**src/rtl/oflow_calc_iou_pkg.sv**
```systemverilog
// Shared types and constants for the sequential IOU calculator.
// Boxes pack as {X_TL, Y_TL, X_BR, Y_BR} with X_TL in the MSBs.
package oflow_calc_iou_pkg;

  typedef enum logic [2:0] {
    IDLE,
    COORD,
    AREA,
    DIV,
    DONE
  } state_e;

  // Field index inside a packed bbox; LSB offset is index * COORD_W.
  localparam int BB_YBR = 0;
  localparam int BB_XBR = 1;
  localparam int BB_YTL = 2;
  localparam int BB_XTL = 3;

  function automatic int bb_lsb(input int field, input int coord_w);
    return field * coord_w;
  endfunction

  // Saturated fixed-point 1.0.
  function automatic logic [63:0] iou_one(input int frac_w);
    return (64'd1 << frac_w) - 64'd1;
  endfunction

endpackage

```
**src/rtl/oflow_seq_divider.sv**
```systemverilog
// Restoring divider producing (i_num << FRAC_W) / i_den, one quotient bit per
// cycle MSB first; requires i_num <= i_den so the quotient fits FRAC_W+1 bits.
module oflow_seq_divider #(
  parameter int NUM_W  = 22,
  parameter int DEN_W  = 23,
  parameter int FRAC_W = 22
) (
  input  logic              clk,
  input  logic              rst,
  input  logic              i_start,
  input  logic [NUM_W-1:0]  i_num,
  input  logic [DEN_W-1:0]  i_den,
  output logic              o_done,
  output logic [FRAC_W:0]   o_quot
);

  localparam int CNT_W = $clog2(FRAC_W + 1);

  logic [DEN_W:0]   r_rem;
  logic [DEN_W-1:0] r_den;
  logic [FRAC_W:0]  r_quot;
  logic [CNT_W-1:0] r_cnt;
  logic             r_busy;

  logic             w_ge;
  logic [DEN_W:0]   w_rem_sub;

  // Remainder stays below 2*den, so one extra bit over the divisor suffices.
  assign w_ge      = r_rem >= {1'b0, r_den};
  assign w_rem_sub = w_ge ? (r_rem - {1'b0, r_den}) : r_rem;

  always_ff @(posedge clk or posedge rst) begin
    if (rst) begin
      r_rem  <= '0;
      r_den  <= '0;
      r_quot <= '0;
      r_cnt  <= '0;
      r_busy <= 1'b0;
    end else if (i_start) begin
      r_rem  <= (DEN_W + 1)'(i_num);
      r_den  <= i_den;
      r_quot <= '0;
      r_cnt  <= '0;
      r_busy <= 1'b1;
    end else if (r_busy) begin
      r_quot <= {r_quot[FRAC_W-1:0], w_ge};
      r_rem  <= w_rem_sub << 1;
      r_cnt  <= r_cnt + CNT_W'(1);
      if (r_cnt == CNT_W'(FRAC_W)) r_busy <= 1'b0;
    end
  end

  assign o_done = r_busy && (r_cnt == CNT_W'(FRAC_W));
  assign o_quot = r_quot;

endmodule

```
**src/rtl/oflow_calc_iou_seq.sv**
```systemverilog
// Handshaked IOU / IOU-distance calculator for one bbox pair per transaction,
// with a pass-through tag and no_overlap / degenerate flags.
module oflow_calc_iou_seq
  import oflow_calc_iou_pkg::*;
#(
  parameter int COORD_W = 11,
  parameter int FRAC_W  = 22,
  parameter int TAG_W   = 8,
  parameter int MODE    = 1
) (
  input  logic                 clk,
  input  logic                 reset_N,
  input  logic                 in_valid,
  output logic                 in_ready,
  input  logic [4*COORD_W-1:0] bbox_k,
  input  logic [4*COORD_W-1:0] bbox_hist,
  input  logic [TAG_W-1:0]     tag_in,
  output logic                 out_valid,
  input  logic                 out_ready,
  output logic [FRAC_W-1:0]    iou_out,
  output logic [TAG_W-1:0]     tag_out,
  output logic                 no_overlap,
  output logic                 degenerate
);

  localparam int AW = 2 * COORD_W;
  localparam int UW = AW + 1;
  localparam logic [63:0]       ONE64 = iou_one(FRAC_W);
  localparam logic [FRAC_W-1:0] ONE   = ONE64[FRAC_W-1:0];

  function automatic logic [COORD_W-1:0] fld(input logic [4*COORD_W-1:0] b, input int f);
    return b[bb_lsb(f, COORD_W) +: COORD_W];
  endfunction

  function automatic logic [COORD_W-1:0] cmax(input logic [COORD_W-1:0] a, input logic [COORD_W-1:0] b);
    return (a > b) ? a : b;
  endfunction

  function automatic logic [COORD_W-1:0] cmin(input logic [COORD_W-1:0] a, input logic [COORD_W-1:0] b);
    return (a < b) ? a : b;
  endfunction

  // Exclusive BR: an empty or inverted span on either axis gives area 0.
  function automatic logic [AW-1:0] rect_area(input logic [COORD_W-1:0] xtl, input logic [COORD_W-1:0] ytl,
                                              input logic [COORD_W-1:0] xbr, input logic [COORD_W-1:0] ybr);
    if (xbr > xtl && ybr > ytl) return AW'(xbr - xtl) * AW'(ybr - ytl);
    return '0;
  endfunction

  state_e r_state, w_next;

  logic [4*COORD_W-1:0] r_bk, r_bh;
  logic [TAG_W-1:0]     r_tag;
  logic [COORD_W-1:0]   r_xtl, r_ytl, r_xbr, r_ybr;
  logic [AW-1:0]        r_area_k, r_area_h;
  logic                 r_pend_nov, r_pend_deg;

  logic                 r_out_valid;
  logic [FRAC_W-1:0]    r_iou;
  logic [TAG_W-1:0]     r_tag_out;
  logic                 r_nov, r_deg;

  logic [AW-1:0]        w_inter;
  logic [UW-1:0]        w_union;
  logic                 w_fast;
  logic                 w_div_start, w_div_done;
  logic [FRAC_W:0]      w_quot;
  logic [FRAC_W-1:0]    w_iou_raw;

  assign w_inter = rect_area(r_xtl, r_ytl, r_xbr, r_ybr);
  assign w_union = {1'b0, r_area_k} + {1'b0, r_area_h} - {1'b0, w_inter};
  assign w_fast  = (w_union == '0) || (w_inter == '0);
  assign w_div_start = (r_state == AREA) && !w_fast;

  oflow_seq_divider #(
    .NUM_W  (AW),
    .DEN_W  (UW),
    .FRAC_W (FRAC_W)
  ) u_div (
    .clk     (clk),
    .rst     (reset_N),
    .i_start (w_div_start),
    .i_num   (w_inter),
    .i_den   (w_union),
    .o_done  (w_div_done),
    .o_quot  (w_quot)
  );

  always_ff @(posedge clk or posedge reset_N) begin
    if (reset_N) r_state <= IDLE;
    else         r_state <= w_next;
  end

  always_comb begin
    w_next = r_state;
    unique case (r_state)
      IDLE:    if (in_valid) w_next = COORD;
      COORD:   w_next = AREA;
      AREA:    w_next = w_fast ? DONE : DIV;
      DIV:     if (w_div_done) w_next = DONE;
      DONE:    if (r_out_valid && out_ready) w_next = IDLE;
      default: w_next = IDLE;
    endcase
  end

  // Quotient bit FRAC_W only sets for inter == union (exact 1.0).
  always_comb begin
    w_iou_raw = '0;
    if (!(r_pend_nov || r_pend_deg))
      w_iou_raw = w_quot[FRAC_W] ? ONE : w_quot[FRAC_W-1:0];
  end

  always_ff @(posedge clk or posedge reset_N) begin
    if (reset_N) begin
      r_bk        <= '0;
      r_bh        <= '0;
      r_tag       <= '0;
      r_xtl       <= '0;
      r_ytl       <= '0;
      r_xbr       <= '0;
      r_ybr       <= '0;
      r_area_k    <= '0;
      r_area_h    <= '0;
      r_pend_nov  <= 1'b0;
      r_pend_deg  <= 1'b0;
      r_out_valid <= 1'b0;
      r_iou       <= '0;
      r_tag_out   <= '0;
      r_nov       <= 1'b0;
      r_deg       <= 1'b0;
    end else begin
      unique case (r_state)
        IDLE: if (in_valid) begin
          r_bk  <= bbox_k;
          r_bh  <= bbox_hist;
          r_tag <= tag_in;
        end
        COORD: begin
          r_xtl    <= cmax(fld(r_bk, BB_XTL), fld(r_bh, BB_XTL));
          r_ytl    <= cmax(fld(r_bk, BB_YTL), fld(r_bh, BB_YTL));
          r_xbr    <= cmin(fld(r_bk, BB_XBR), fld(r_bh, BB_XBR));
          r_ybr    <= cmin(fld(r_bk, BB_YBR), fld(r_bh, BB_YBR));
          r_area_k <= rect_area(fld(r_bk, BB_XTL), fld(r_bk, BB_YTL), fld(r_bk, BB_XBR), fld(r_bk, BB_YBR));
          r_area_h <= rect_area(fld(r_bh, BB_XTL), fld(r_bh, BB_YTL), fld(r_bh, BB_XBR), fld(r_bh, BB_YBR));
        end
        AREA: begin
          r_pend_deg <= (w_union == '0);
          r_pend_nov <= (w_union != '0) && (w_inter == '0);
        end
        // First DONE cycle loads the result; it then holds until the transfer.
        DONE: begin
          if (!r_out_valid) begin
            r_out_valid <= 1'b1;
            r_iou       <= (MODE != 0) ? (ONE - w_iou_raw) : w_iou_raw;
            r_tag_out   <= r_tag;
            r_nov       <= r_pend_nov;
            r_deg       <= r_pend_deg;
          end else if (out_ready) begin
            r_out_valid <= 1'b0;
          end
        end
        default: ;
      endcase
    end
  end

  assign in_ready   = (r_state == IDLE) && !reset_N;
  assign out_valid  = r_out_valid;
  assign iou_out    = r_iou;
  assign tag_out    = r_tag_out;
  assign no_overlap = r_nov;
  assign degenerate = r_deg;

endmodule

```
**config.mk**
```make
export PLATFORM = sky130hd
export DESIGN_NAME = oflow_calc_iou_seq
export DESIGN_NICKNAME = d
export VERILOG_FILES = /design/src/rtl/oflow_calc_iou_pkg.sv /design/src/rtl/oflow_seq_divider.sv /design/src/rtl/oflow_calc_iou_seq.sv
export SDC_FILE = /design/constraint.sdc
export NUM_CORES = 2
export LEC_CHECK = 0
export CORE_AREA = 2 2 374 376
export DETAILED_ROUTE_END_ITERATION = 8
export DIE_AREA = 0 0 376 378
export PLACE_DENSITY_LB_ADDON = 0.05
export SYNTH_ARGS = -nofsm -noshare
export SYNTH_HDL_FRONTEND = slang
export SYNTH_SLANG_ARGS = --single-unit
```
**constraint.sdc**
```tcl
create_clock -name clk -period 12.27 [get_ports clk]
set_input_delay 3.0675 -clock clk [delete_from_list [all_inputs] [get_ports clk]]
set_output_delay 3.0675 -clock clk [all_outputs]
set_load 0.05 [all_outputs]
```
==> impl_metrics.yaml <==
routing:
  wl_met1_um: 57200
  via_count: 25400
  dr_wl_met3_um: 3370
  via_per_inst: 4.45
  drt_first_iter_violations: 1470
  routed.top_layer: "met4"
  dr.pass1.iters: 5
  avgRoutedWirePerCell_um: 20.4
  drc: 0
  wl_um: 116000
  drtAntennaViolNets: 0
  wl_met2_um: 54000
floorplanning:
  die_w_um: 376
  die-area_um2: 142000
  start_util_pct: 24.8
  io_pins: 134
  chipHeight_um: 378
  rows: 137
  core_region_area_um2: 139000
timing:
  fmax_mhz: 87.8
  finalSetupViolations: 0
  tightestPinTransition_ps: 1220
  relSlewSlack_pct: 18.1
  fin_setup_tns_ps: 0
  hold_viol: 0
  setup_ws_ps: 876
  fin_skew_ps: 44.9
  finalCritPeriodShare_pct: 92.9
  drv_slew: 0
  min_period_ps: 11390
cts:
  cts_tree: "yes"
  ctsHoldBuffers: 0
  clkSinkCount: 298
  clk_latency_ps: 620
  cts_made_buffers: 42
  cts_buffer_depth: 3
  clk_pin_slew_ps: 60
  clock-root-buffer: "clkbuf_16"
  htree_levels: 2
logic_synthesis:
  syn-instance-count: 3753
  ys_seq_area_share_pct: 21.7
  netlist_area_um2: 34400
  ys_ff_latch: 298
  post_synth.cell_area_avg_um2: 9.16
  async_reset_ff_share_pct: 100
  synth_warnings: 0
  syn_nets: 4566
  ys_types: 87
  synth_edf_count: 0
  ys.flop_type: "dfrtp_1"
layout:
  drive_gt1_share_pct: 6.23
  layout_commonest_cell: "inv_1"
  final_cells: 5707
  fin_area_um2: 39400
  final_nets: 4682
  areaGrowthSynthToFinish_pct: 14.8
  fillers: 14800
  final_cell_mix: "693 x inv_1, 438 x nand2_1, 413 x fa_1"
place:
  dpl_cell_area_um2: 38100
  dp_hpwl_um: 96400
  portBuffers: 133
  dp_cells: 5631
  gp_congestion: 0.830
  post-place-ws_ps: 432
worst_setup_path:
  cp_slowest_cell: "fa_1"
  cp_max_fo: 26
  startpoint_type: "register"
  critPathMaxStageDelay_ps: 550
  crit_type: "register to register"
  cp-end-kind: "register"
  crit_required_ps: 12750
  cp.arrival_ps: 11880
  crit_path_frequent_cell: "inv_1"
global_routing:
  grt_pass1_vias: 27800
  gr-total-overflow: 0
  antenna_found_initial: 6
  grt_max_degree: 141
  groute.usage.overall_pct: 16.8
  grt_pass1_wl_um: 180000
flow_run:
  maxCapViolations: 0
worst_hold_path:
  worstHoldPathType: "register to register"
run_status:
  status: "completed"
-- repair_timing --
action,CTS,global route
setup buffers,0,1
resized for setup,0,1
endpoints found under the setup margin,0,66
-- final cells by class --
type	count	area [um^2]	share of cell area (%)
timing repair buffer	197	1820	4.62
clock buffer	63	1250	3.17
antenna	1	2.50	0.00634
tap	1807	2260	5.73
multi-input combinational	2636	23900	60.6
inverter	694	2610	6.62
sequential	298	7460	18.9
clock inverter	11	130	0.330
-- synthesized netlist by cell type (all sizes together), types with 9 or more instances --
library cell  number  area (um^2)
a2111oi            9         97.6
a211oi            14          115
a21boi             9         67.6
a21o              44          330
a21oi            123          631
a22o              47          412
a31oi             14         93.8
and2              54          338
and3              10         62.6
buf               13         76.3
clkbuf           112          422
dfrtp            298         7460
fa               413         8270
ha               300         3750
inv              694         2610
mux2              65          762
mux2i             99          991
nand2            439         1650
nand2b            54          338
nand3             34          183
nand4             25          156
nor2             219          822
nor2b             39          244
nor3              43          238
nor4              13         81.3
o211ai            36          270
o21a              50          375
o21ai            182          926
o21bai            15          113
or2               11         68.8
or3               15         98.8
xnor2            114          998
xor2              65          569
-- flip-flops by register name, indices dropped and copies added (netlist names), 5 cells and up --
name and count:
iou_out 22, r_area_h 22, r_area_k 22, r_bh 44
r_bk 44, r_tag 8, r_xbr 11, r_xtl 11
r_ybr 11, r_ytl 11, tag_out 8, u_div.o_quot 23
u_div.r_cnt 5, u_div.r_den 23, u_div.r_rem 24
-- critical path: cells and delay by family (launching register included) --
family | cells | cell delay [ps]
AO/OA/AOI/OAI | 14 | 3180
XOR/XNOR | 2 | 660
adder cells (fa/ha/maj) | 9 | 3750
buffers and inverters | 9 | 960
flip-flops | 1 | 350
multiplexers | 1 | 360
AND/OR/NAND/NOR | 11 | 1950
-- through the flow --
stage	hold WS (ps)	util (%)
3_5_place_dp	472	27.5
2_1_floorplan	450	-
5_1_grt	501	28.5
4_1_cts	485	28.5
6_report	480	28.5
3_3_place_gp	468	27.5
-- worst paths after layout --
check / start / slack, ps / end / cells after the start
worst max-delay path: r_xtl[1] / 880 / u_div.r_den[0] / 46
worst min-delay path: r_ytl[6] / 480 / r_ytl[6] / 2
worst max register to register: r_xtl[1] / 880 / u_div.r_den[0] / 46
worst min register to register: r_ytl[6] / 480 / r_ytl[6] / 2
max in group asynchronous: reset_N / 7780 / r_bh[37] / 3
min in group asynchronous: reset_N / 3080 / u_div.o_quot[11] / 2
-- metal layers --
metal,track usage [%],vias to the layer above
li1,-,12300
met2,27.8,326
met1,23.9,12700
met4,2.92,0
met5,0,-
met3,1.73,75
-- logic make-up after synthesis --
family	count (synthesis)	synth area share, %
AND/OR/NAND/NOR	968	12.7
XOR/XNOR	180	4.63
AO/OA/AOI/OAI	611	11.8
buffers and inverters	819	9.03
flip-flops	298	21.7
multiplexers	164	5.10
adder cells (fa/ha/maj)	713	35.0
Power is not shown: default switching activity piles up to over one toggle a cycle in this logic, so the estimate is an artifact.
